File: src/rtl/ram_access_arbiter.sv
// ram_access_arbiter: shares one single-port RAM (registered inputs, 1-cycle
// read) between requesters A and B, and zero-fills the RAM after reset or on
// clr_req. Each access runs IDLE -> GRANT -> WAIT, giving one access per
// three cycles. Every output is registered.
// Build option: define RAM_ARB_RR_EN for round-robin arbitration on ties.
// The default build uses fixed priority, where A always wins.
module ram_access_arbiter #(
  parameter int unsigned ADDR_W = 5,
  parameter int unsigned DATA_W = 4,
  parameter int unsigned DEPTH  = 32
) (
  input  logic              clk,
  input  logic              reset,
  input  logic              clr_req,
  input  logic              a_req,
  input  logic              b_req,
  input  logic              a_we,
  input  logic              b_we,
  input  logic [ADDR_W-1:0] a_addr,
  input  logic [ADDR_W-1:0] b_addr,
  input  logic [DATA_W-1:0] a_wdata,
  input  logic [DATA_W-1:0] b_wdata,
  output logic              a_gnt,
  output logic              b_gnt,
  output logic              a_rvalid,
  output logic              b_rvalid,
  output logic [DATA_W-1:0] rdata,
  output logic              busy,
  output logic [ADDR_W-1:0] mem_addr,
  output logic [DATA_W-1:0] mem_data,
  output logic              mem_wren,
  input  logic [DATA_W-1:0] mem_q
);

  typedef enum logic [1:0] {
    S_CLEAR = 2'd0,
    S_IDLE  = 2'd1,
    S_GRANT = 2'd2,
    S_WAIT  = 2'd3
  } state_t;

  localparam logic [ADDR_W-1:0] LAST_ADDR = ADDR_W'(DEPTH - 1);

  state_t              state_q, state_d;
  logic [ADDR_W-1:0]   clr_cnt_q, clr_cnt_d;
  logic                win_b_q, win_b_d;     // winner of the access in flight
  logic                rd_q, rd_d;           // access in flight is a read
  logic                a_gnt_q, a_gnt_d;
  logic                b_gnt_q, b_gnt_d;
  logic                a_rvalid_q, a_rvalid_d;
  logic                b_rvalid_q, b_rvalid_d;
  logic [DATA_W-1:0]   rdata_q, rdata_d;
  logic                busy_q, busy_d;
  logic [ADDR_W-1:0]   mem_addr_q, mem_addr_d;
  logic [DATA_W-1:0]   mem_data_q, mem_data_d;
  logic                mem_wren_q, mem_wren_d;
  logic                sel_b;

`ifdef RAM_ARB_RR_EN
  logic                last_b_q, last_b_d;   // last requester granted

  // Round-robin select: on a tie, the requester not granted last wins
  always_comb begin
    if (a_req && b_req) sel_b = ~last_b_q;
    else                sel_b = b_req;
  end

  // Last-winner flag starts at B so A wins the first tie
  always_ff @(posedge clk or posedge reset) begin
    if (reset) last_b_q <= 1'b1;
    else       last_b_q <= last_b_d;
  end
`else
  // Fixed priority select: A beats B whenever A requests
  always_comb begin
    sel_b = ~a_req;
  end
`endif

  // Next-state and registered-output logic
  always_comb begin
    state_d    = state_q;
    clr_cnt_d  = clr_cnt_q;
    win_b_d    = win_b_q;
    rd_d       = rd_q;
    a_gnt_d    = 1'b0;
    b_gnt_d    = 1'b0;
    a_rvalid_d = 1'b0;
    b_rvalid_d = 1'b0;
    rdata_d    = rdata_q;
    mem_addr_d = mem_addr_q;
    mem_data_d = mem_data_q;
    mem_wren_d = 1'b0;
`ifdef RAM_ARB_RR_EN
    last_b_d   = last_b_q;
`endif

    case (state_q)
      S_CLEAR: begin
        mem_wren_d = 1'b1;
        mem_addr_d = clr_cnt_q;
        mem_data_d = '0;
        clr_cnt_d  = clr_cnt_q + ADDR_W'(1);
        if (clr_cnt_q == LAST_ADDR) begin
          clr_cnt_d = '0;
          state_d   = S_IDLE;
        end
      end
      S_IDLE: begin
        if (clr_req) begin
          clr_cnt_d = '0;
          state_d   = S_CLEAR;
        end else if (a_req || b_req) begin
          win_b_d    = sel_b;
          rd_d       = sel_b ? ~b_we : ~a_we;
          mem_addr_d = sel_b ? b_addr : a_addr;
          mem_data_d = sel_b ? b_wdata : a_wdata;
          mem_wren_d = sel_b ? b_we : a_we;
          a_gnt_d    = ~sel_b;
          b_gnt_d    = sel_b;
`ifdef RAM_ARB_RR_EN
          last_b_d   = sel_b;
`endif
          state_d    = S_GRANT;
        end
      end
      S_GRANT: begin
        state_d = S_WAIT;
      end
      S_WAIT: begin
        if (rd_q) begin
          rdata_d    = mem_q;
          a_rvalid_d = ~win_b_q;
          b_rvalid_d = win_b_q;
        end
        state_d = S_IDLE;
      end
      default: begin
        state_d = S_CLEAR;
      end
    endcase

    busy_d = (state_d != S_IDLE);
  end

  // State and output registers; reset restarts a full clear
  always_ff @(posedge clk or posedge reset) begin
    if (reset) begin
      state_q    <= S_CLEAR;
      clr_cnt_q  <= '0;
      win_b_q    <= 1'b0;
      rd_q       <= 1'b0;
      a_gnt_q    <= 1'b0;
      b_gnt_q    <= 1'b0;
      a_rvalid_q <= 1'b0;
      b_rvalid_q <= 1'b0;
      rdata_q    <= '0;
      busy_q     <= 1'b1;
      mem_addr_q <= '0;
      mem_data_q <= '0;
      mem_wren_q <= 1'b0;
    end else begin
      state_q    <= state_d;
      clr_cnt_q  <= clr_cnt_d;
      win_b_q    <= win_b_d;
      rd_q       <= rd_d;
      a_gnt_q    <= a_gnt_d;
      b_gnt_q    <= b_gnt_d;
      a_rvalid_q <= a_rvalid_d;
      b_rvalid_q <= b_rvalid_d;
      rdata_q    <= rdata_d;
      busy_q     <= busy_d;
      mem_addr_q <= mem_addr_d;
      mem_data_q <= mem_data_d;
      mem_wren_q <= mem_wren_d;
    end
  end

  assign a_gnt    = a_gnt_q;
  assign b_gnt    = b_gnt_q;
  assign a_rvalid = a_rvalid_q;
  assign b_rvalid = b_rvalid_q;
  assign rdata    = rdata_q;
  assign busy     = busy_q;
  assign mem_addr = mem_addr_q;
  assign mem_data = mem_data_q;
  assign mem_wren = mem_wren_q;

endmodule

File: config.mk
export PLATFORM = sky130hd
export DESIGN_NAME = ram_access_arbiter
export DESIGN_NICKNAME = d
export VERILOG_FILES = /design/src/rtl/ram_access_arbiter.sv
export SDC_FILE = /design/constraint.sdc
export NUM_CORES = 1
export LEC_CHECK = 0
export BUFFER_PORTS_ARGS = -buffer_cell sky130_fd_sc_hd__buf_4
export CELL_PAD_IN_SITES_DETAIL_PLACEMENT = 0
export CELL_PAD_IN_SITES_GLOBAL_PLACEMENT = 1
export CORE_MARGIN = 2
export CORE_UTILIZATION = 40
export CTS_BUF_LIST = sky130_fd_sc_hd__clkbuf_4 sky130_fd_sc_hd__clkbuf_8
export CTS_CLUSTER_DIAMETER = 80
export CTS_CLUSTER_SIZE = 12
export DETAILED_ROUTE_END_ITERATION = 6
export PLACE_DENSITY = 0.79
export SYNTH_ARGS = -nofsm -noshare
export SYNTH_HDL_FRONTEND = slang
export SYNTH_SLANG_ARGS = --single-unit
File: constraint.sdc
create_clock -name clk -period 2 [get_ports clk]
set_input_delay 0.5 -clock clk [delete_from_list [all_inputs] [get_ports clk]]
set_output_delay 0.5 -clock clk [all_outputs]
set_load 0.05 [all_outputs]
==> impl_metrics.tcl, run 1 <==
set metrics [dict create \
    worst-path-max-fanout 5 \
    die_h_um 62.26 \
    report.final.slew_viol_count 0 \
    drive_above_1_share 0.5130 \
    timing.final.hold_violations 0 \
    clkTransAtPathRegs_ps 160 \
    netlist_instances 104 \
    worst_slew_margin_rel 0.5711 \
    grt.overflow.total 0 \
    detailroute.wirelength.met2_mm 1.321 \
    cts_bufs_inserted 3 \
    ff2ff_path_depth 6 \
    post-synth-top-area-fraction 0.4977 \
    routed_wl_mm 2.686 \
    yosys_register_bits 28 \
    first_global_vias 1046 \
    final_min_period_over_clock_period 0.8556 \
    die_area_um2 3876 \
    grt_max_degree 29 \
    synth_warnings 0 \
    design.final.nets 186 \
    cp-start-kind "flip-flop" \
    tightestPinTransition_ps 636.6 \
    m1WireLength_mm 1.247 \
    leakage_nw 0.9098 \
    worst_clock_skew_ps 5.752 \
    routed-wl-met3_um 117 \
    cts-resized-gates 0 \
    cts_tree "done" \
    syn_nets 135 \
    synth_sequential_area_ratio 0.5171 \
    first_pass_grt_wire_length_mm 4.816 \
    cts.sink_count 28 \
    floorplan.core_area_um2 3284 \
    yosys_most_used_dff "dfrtp_1" \
    post-dp-hpwl_mm 2.019 \
    grtUsageTotal 0.1568 \
    cts.root.buffer_cell "clkbuf_4" \
    die_w_um 62.26 \
    post_synth.cell_area_avg_um2 13.05 \
    setup.worst_path.start "clr_cnt_q[0]$_DFFE_PP0P_" \
    number_of_diodes_added_for_antenna_fixing 0 \
    drtAntennaViolNets 0 \
    min-delay-path-class "in2async" \
    netlist_area_um2 1358 \
    postSynth.asyncResetShare 1.000 \
    power_density_nw_per_um2 1594 \
    synth-edff-count 0 \
    wl_per_cell_um 13.43 \
    synth.largest_area_cell "dfrtp_1" \
    highest-signal-layer "met3" \
    rsz_0062_raised_after_global_routing "no" \
    min_period_ps 1711 \
    regToRegStartpoint "clr_cnt_q[0]$_DFFE_PP0P_" \
    rrSetupSlack_ps 290 \
    drt_drc_violations_left 0 \
    worstPathArrival_ps 1980 \
    io-pin-count 48 \
    place_inst 196 \
    initial_utilization 0.4133 \
    detail_route.vias_per_cell 4.865 \
    yosysUniqueCellTypes 31 \
    max-cap-violations 0 \
    reg2reg_to "busy$_DFF_PP1_" \
    placementRows 21 \
    start_to_end_type_of_the_worst_setup_path "reg2reg" \
    timing_endpoint_of_the_critical_path "busy$_DFF_PP1_" \
    clockBufferDepth 2 \
    outcome "finished clean" \
    drtPass1Iterations 4 \
    irDropWorstVdd_mv 0.6162 \
    areaGrowthSynthToFinish_pct 32.72 \
    dr_total_vias 973 \
    clock_insertion_delay_worst_skew_ps 330 \
    hold_buffers 0 \
    stdcell_count 200 \
    max_freq_mhz 584.4 \
    required_ps 2270 \
    gp_congestion 0.7736 \
    post_cts.repair.setup_buffers 0 \
    detailedRoute.firstIterationViolations 10 \
    worstSetupEndpointType "flip-flop" \
    summed_negative_setup_slack_over_all_endpoints_ps 0 \
    place.port_buffers 47 \
    netlist_top_cells_area "dfrtp_1 50%, mux2_2 12%, mux2_4 5.5%" \
    timing.final.setup_violations 0 \
    grt_antenna_before_repair 0 \
    htree_levels 1 \
]
[stage by stage]
stage	hold slack, ps	cell area [um2]	utilization	setup slack [ps]	total power, W
floorplan	403.2	1358	-	437.1	0.002076
global placement	411.9	1749	0.5326	293.8	0.002492
detailed placement	424.1	1749	0.5326	260.6	0.002527
CTS	212.9	1802	0.5486	278.9	0.002899
global route	218.7	1802	0.5486	155.2	0.003054
finish	205.3	1802	0.5486	288.9	0.002872
[critical path, cell delays in order, from the launching register on]
cell	delay, ps
dfrtp_1	460
ha_1	250
and3_1	190
ha_1	190
or2_2	310
a21o_1	180
o211ai_1	80
[synthesized netlist by cell type, types with 2 or more instances]
master,n
a22o_1,3
and2_1,2
buf_2,2
dfrtp_1,27
ha_1,2
inv_1,7
mux2_1,2
mux2_2,14
mux2_4,5
mux2i_1,7
nand3_1,2
nor2_1,7
o21ai_0,3
o22ai_1,3
o2bb2ai_1,2
[state kept, by name (all words and copies together), names as in the netlist]
register and cells:
busy 1, a_rvalid 1, mem_data 4, state_q 2, mem_wren 1, rd_q 1
a_gnt 1, rdata 4, win_b_q 1, clr_cnt_q 5, mem_addr 5, b_gnt 1
b_rvalid 1
[per-layer routing]
layer  GRT usage  vias up
met2      0.2527       24
met4     0.06667        0
met1      0.2097      480
met3     0.02717        0
met5           0        -
li1            -      469
[worst min path at each step]
| stage | from | to | slack [ps] | depth (start not counted) |
|---|---|---|---|---|
| floorplan | win_b_q$_DFFE_PP0P_ | a_rvalid$_DFF_PP0_ | 400 | 1 |
| global placement | win_b_q$_DFFE_PP0P_ | a_rvalid$_DFF_PP0_ | 410 | 1 |
| detailed placement | win_b_q$_DFFE_PP0P_ | a_rvalid$_DFF_PP0_ | 420 | 1 |
| CTS | reset | mem_data[3]$_DFFE_PP0P_ | 210 | 3 |
| global route | reset | mem_data[3]$_DFFE_PP0P_ | 220 | 3 |
| finish | reset | rdata[0]$_DFFE_PP0P_ | 210 | 3 |
[area by class of cell]
cell class | count | area [um2]
clock buffers | 3 | 22.52
repair buffers | 50 | 375.4
well taps | 46 | 57.56
flip-flops and latches | 28 | 701.9
fillers | 301 | 1483
inverters | 7 | 26.28
multi-input cells | 65 | 588.1
clock inverters | 1 | 30.03
[where the power goes]
part           leakage [nW]  total [W]  switching (W)  internal, W
Combinational         0.527    0.00156       0.000950     0.000610
Sequential            0.355   0.000937       0.000136     0.000801
Clock                0.0279   0.000375       0.000172     0.000203
Total                 0.910    0.00287        0.00126      0.00161
[layout by cell type (no fill, tap or decap)]
| master | count |
|---|---|
| nor2b_1 | 1 |
| nor3_1 | 1 |
| mux2_2 | 14 |
| o31ai_1 | 1 |
| nand3_1 | 2 |
| o21bai_4 | 1 |
| o211ai_1 | 1 |
| a21oi_4 | 1 |
| o22ai_1 | 3 |
| buf_4 | 50 |
| o21ai_0 | 3 |
| and3_1 | 1 |
| mux2_1 | 2 |
| or2_2 | 1 |
| bufinv_16 | 1 |
| and2_1 | 2 |
| inv_1 | 7 |
| clkbuf_4 | 3 |
| o2bb2ai_1 | 2 |
| o21ai_2 | 1 |
| mux2_4 | 5 |
| dfrtp_1 | 27 |
| mux2i_1 | 7 |
| ha_1 | 2 |
| dfstp_2 | 1 |
| nor3b_2 | 1 |
| a21oi_1 | 1 |
| a22o_1 | 3 |
| nand2_1 | 1 |
| nor2_1 | 7 |
| a21o_1 | 1 |
[cell families after synthesis]
kind of cell             share of synthesized area
multiplexers                                0.2396
adder cells (fa/ha/maj)                    0.01843
buffers and inverters                      0.04977
flip-flops                                  0.5171
AND/OR/NAND/NOR                            0.06544
AO/OA/AOI/OAI                               0.1097
Power figures use the tool's default switching activity.
==> run 2: changes to the inputs <==
==> config.mk (replaced) <==
export PLATFORM = sky130hd
export DESIGN_NAME = ram_access_arbiter
export DESIGN_NICKNAME = d
export VERILOG_FILES = /design/src/rtl/ram_access_arbiter.sv
export SDC_FILE = /design/constraint.sdc
export NUM_CORES = 1
export LEC_CHECK = 0
export BUFFER_PORTS_ARGS = -buffer_cell sky130_fd_sc_hd__buf_4
export CELL_PAD_IN_SITES_DETAIL_PLACEMENT = 2
export CELL_PAD_IN_SITES_GLOBAL_PLACEMENT = 2
export CORE_MARGIN = 2
export CORE_UTILIZATION = 32
export CTS_BUF_LIST = sky130_fd_sc_hd__clkbuf_4 sky130_fd_sc_hd__clkbuf_8
export CTS_CLUSTER_DIAMETER = 80
export CTS_CLUSTER_SIZE = 12
export DETAILED_ROUTE_END_ITERATION = 6
export PLACE_DENSITY = 0.77
export SYNTH_ARGS = -nofsm -noshare
export SYNTH_HDL_FRONTEND = slang
export SYNTH_SLANG_ARGS = --single-unit
==> impl_metrics.tcl, run 2 (synthesis results as in run 1) <==
set metrics [dict create \
    outcome "finished clean" \
    io-pin-count 48 \
    grt_max_degree 29 \
    detail_route.vias_per_cell 4.843 \
    postPlaceCellArea_um2 1754 \
    cts_tree "done" \
    post-route-cell-area_um2 1803 \
    design.final.nets 186 \
    htree_levels 1 \
    detailedRoute.firstIterationViolations 25 \
    multiInputGateArea_um2 588.1 \
    hold_slack_ps 289.9 \
    summed_negative_setup_slack_over_all_endpoints_ps 0 \
    first_pass_grt_wire_length_mm 6.292 \
    power_w 0.002918 \
    grtUsageTotal 0.1696 \
    grt_antenna_before_repair 0 \
    worstPathArrival_ps 1920 \
    clkTransAtPathRegs_ps 90 \
    grt.overflow.total 0 \
    power_density_nw_per_um2 1618 \
    cts.sink_count 28 \
    cts.root.buffer_cell "clkbuf_8" \
    initial_utilization 0.3370 \
    mostFrequentLayoutCell "buf_4" \
    worst-path-max-fanout 5 \
    dr_total_vias 988 \
    final.fill_count 445 \
    timing.final.hold_violations 0 \
    place_inst 200 \
    max_freq_mhz 583.8 \
    worstSetupEndpointType "flip-flop" \
    die_h_um 69.14 \
    floorplan.core_area_um2 4029 \
    clockBufferDepth 2 \
    start_to_end_type_of_the_worst_setup_path "reg2reg" \
    irDropWorstVdd_mv 0.5286 \
    wl_per_cell_um 18.36 \
    gp_congestion 0.7769 \
    max-cap-violations 0 \
    placementRows 23 \
    min_period_ps 1713 \
    most_used_cells_in_the_layout_excluding_fill_and_tap_cells "50 x buf_4, 27 x dfrtp_1, 14 x mux2_2" \
    drtAntennaViolNets 0 \
    cp-start-kind "flip-flop" \
    die_area_um2 4780 \
    routed_wl_mm 3.746 \
    report.final.slew_viol_count 0 \
    areaGrowthSynthToFinish_pct 32.81 \
    cts_bufs_inserted 3 \
    worst_slew_margin_rel 0.5733 \
    rsz_0062_raised_after_global_routing "no" \
    drtPass1Iterations 2 \
    worst_clock_skew_ps 2.120 \
    clock_insertion_delay_worst_skew_ps 280 \
    required_ps 2200 \
    min-delay-path-class "in2async" \
    post_cts.repair.setup_buffers 0 \
    tightestPinTransition_ps 633.4 \
    drt_drc_violations_left 0 \
    final_min_period_over_clock_period 0.8565 \
    cts-resized-gates 0 \
    hold_buffers 0 \
    place.port_buffers 47 \
    sequential_cell_area_um2 701.9 \
    die_w_um 69.14 \
    leakage_nw 0.9080 \
    stdcell_count 204 \
    first_global_vias 1172 \
    drive_above_1_share 0.5130 \
    timing.final.setup_violations 0 \
    post-dp-hpwl_mm 2.923 \
    number_of_diodes_added_for_antenna_fixing 0 \
]
[run 2: cell count changes in the layout (fill, tap and decap cells not counted)]
cell	change
clkbuf_8	+3
clkbuf_4	-2
bufinv_16	-1
[run 2: critical path: stages, from the launching register on]
cell and delay (ps):
dfrtp_1 440, ha_1 240, and3_1 190, ha_1 180, or2_2 300, a21o_1 190, o211ai_1 100
[run 2: metal layers]
metal / global-route usage / part of all wire / vias to the layer above
met2: 0.2959 / 0.53 / 25
met4: 0.05882 / 0.015 / 0
met3: 0.02632 / 0.032 / 5
met1: 0.2122 / 0.42 / 492
met5: 0 / 0 / -
li1: - / - / 466
[run 2: per-stage QoR]
stage	util	setup slack [ps]
after floorplan	-	437.1
after global routing	0.4475	182.6
after CTS	0.4475	260.0
after detailed placement	0.4354	239.2
final	0.4475	287.0
after global placement	0.4354	296.8
[run 2: path summary, 6_finish.rpt]
kind | slack, ps | end | from | cells past startpoint
max | 290 | busy$_DFF_PP1_ | clr_cnt_q[0]$_DFFE_PP0P_ | 6
min | 290 | a_rvalid$_DFF_PP0_ | reset | 3
max reg2reg | 290 | busy$_DFF_PP1_ | clr_cnt_q[0]$_DFFE_PP0P_ | 6
min reg2reg | 430 | a_rvalid$_DFF_PP0_ | win_b_q$_DFFE_PP0P_ | 1
max in group asynchronous | 1400 | busy$_DFF_PP1_ | reset | 3
min in group clk | 430 | a_rvalid$_DFF_PP0_ | win_b_q$_DFFE_PP0P_ | 1
[run 2: cell type report]
type                       instances  area share
inverter                           7     0.01457
multi-input combinational         65      0.3262
tap                               50     0.03470
sequential                        28      0.3893
clock buffer                       4     0.02706
timing repair buffer              50      0.2082
[run 2: report_power, final]
part	internal (W)	switching, W	total, W
combinational	0.000614	0.00100	0.00162
sequential	0.000803	0.000157	0.000960
clock	0.000157	0.000182	0.000339
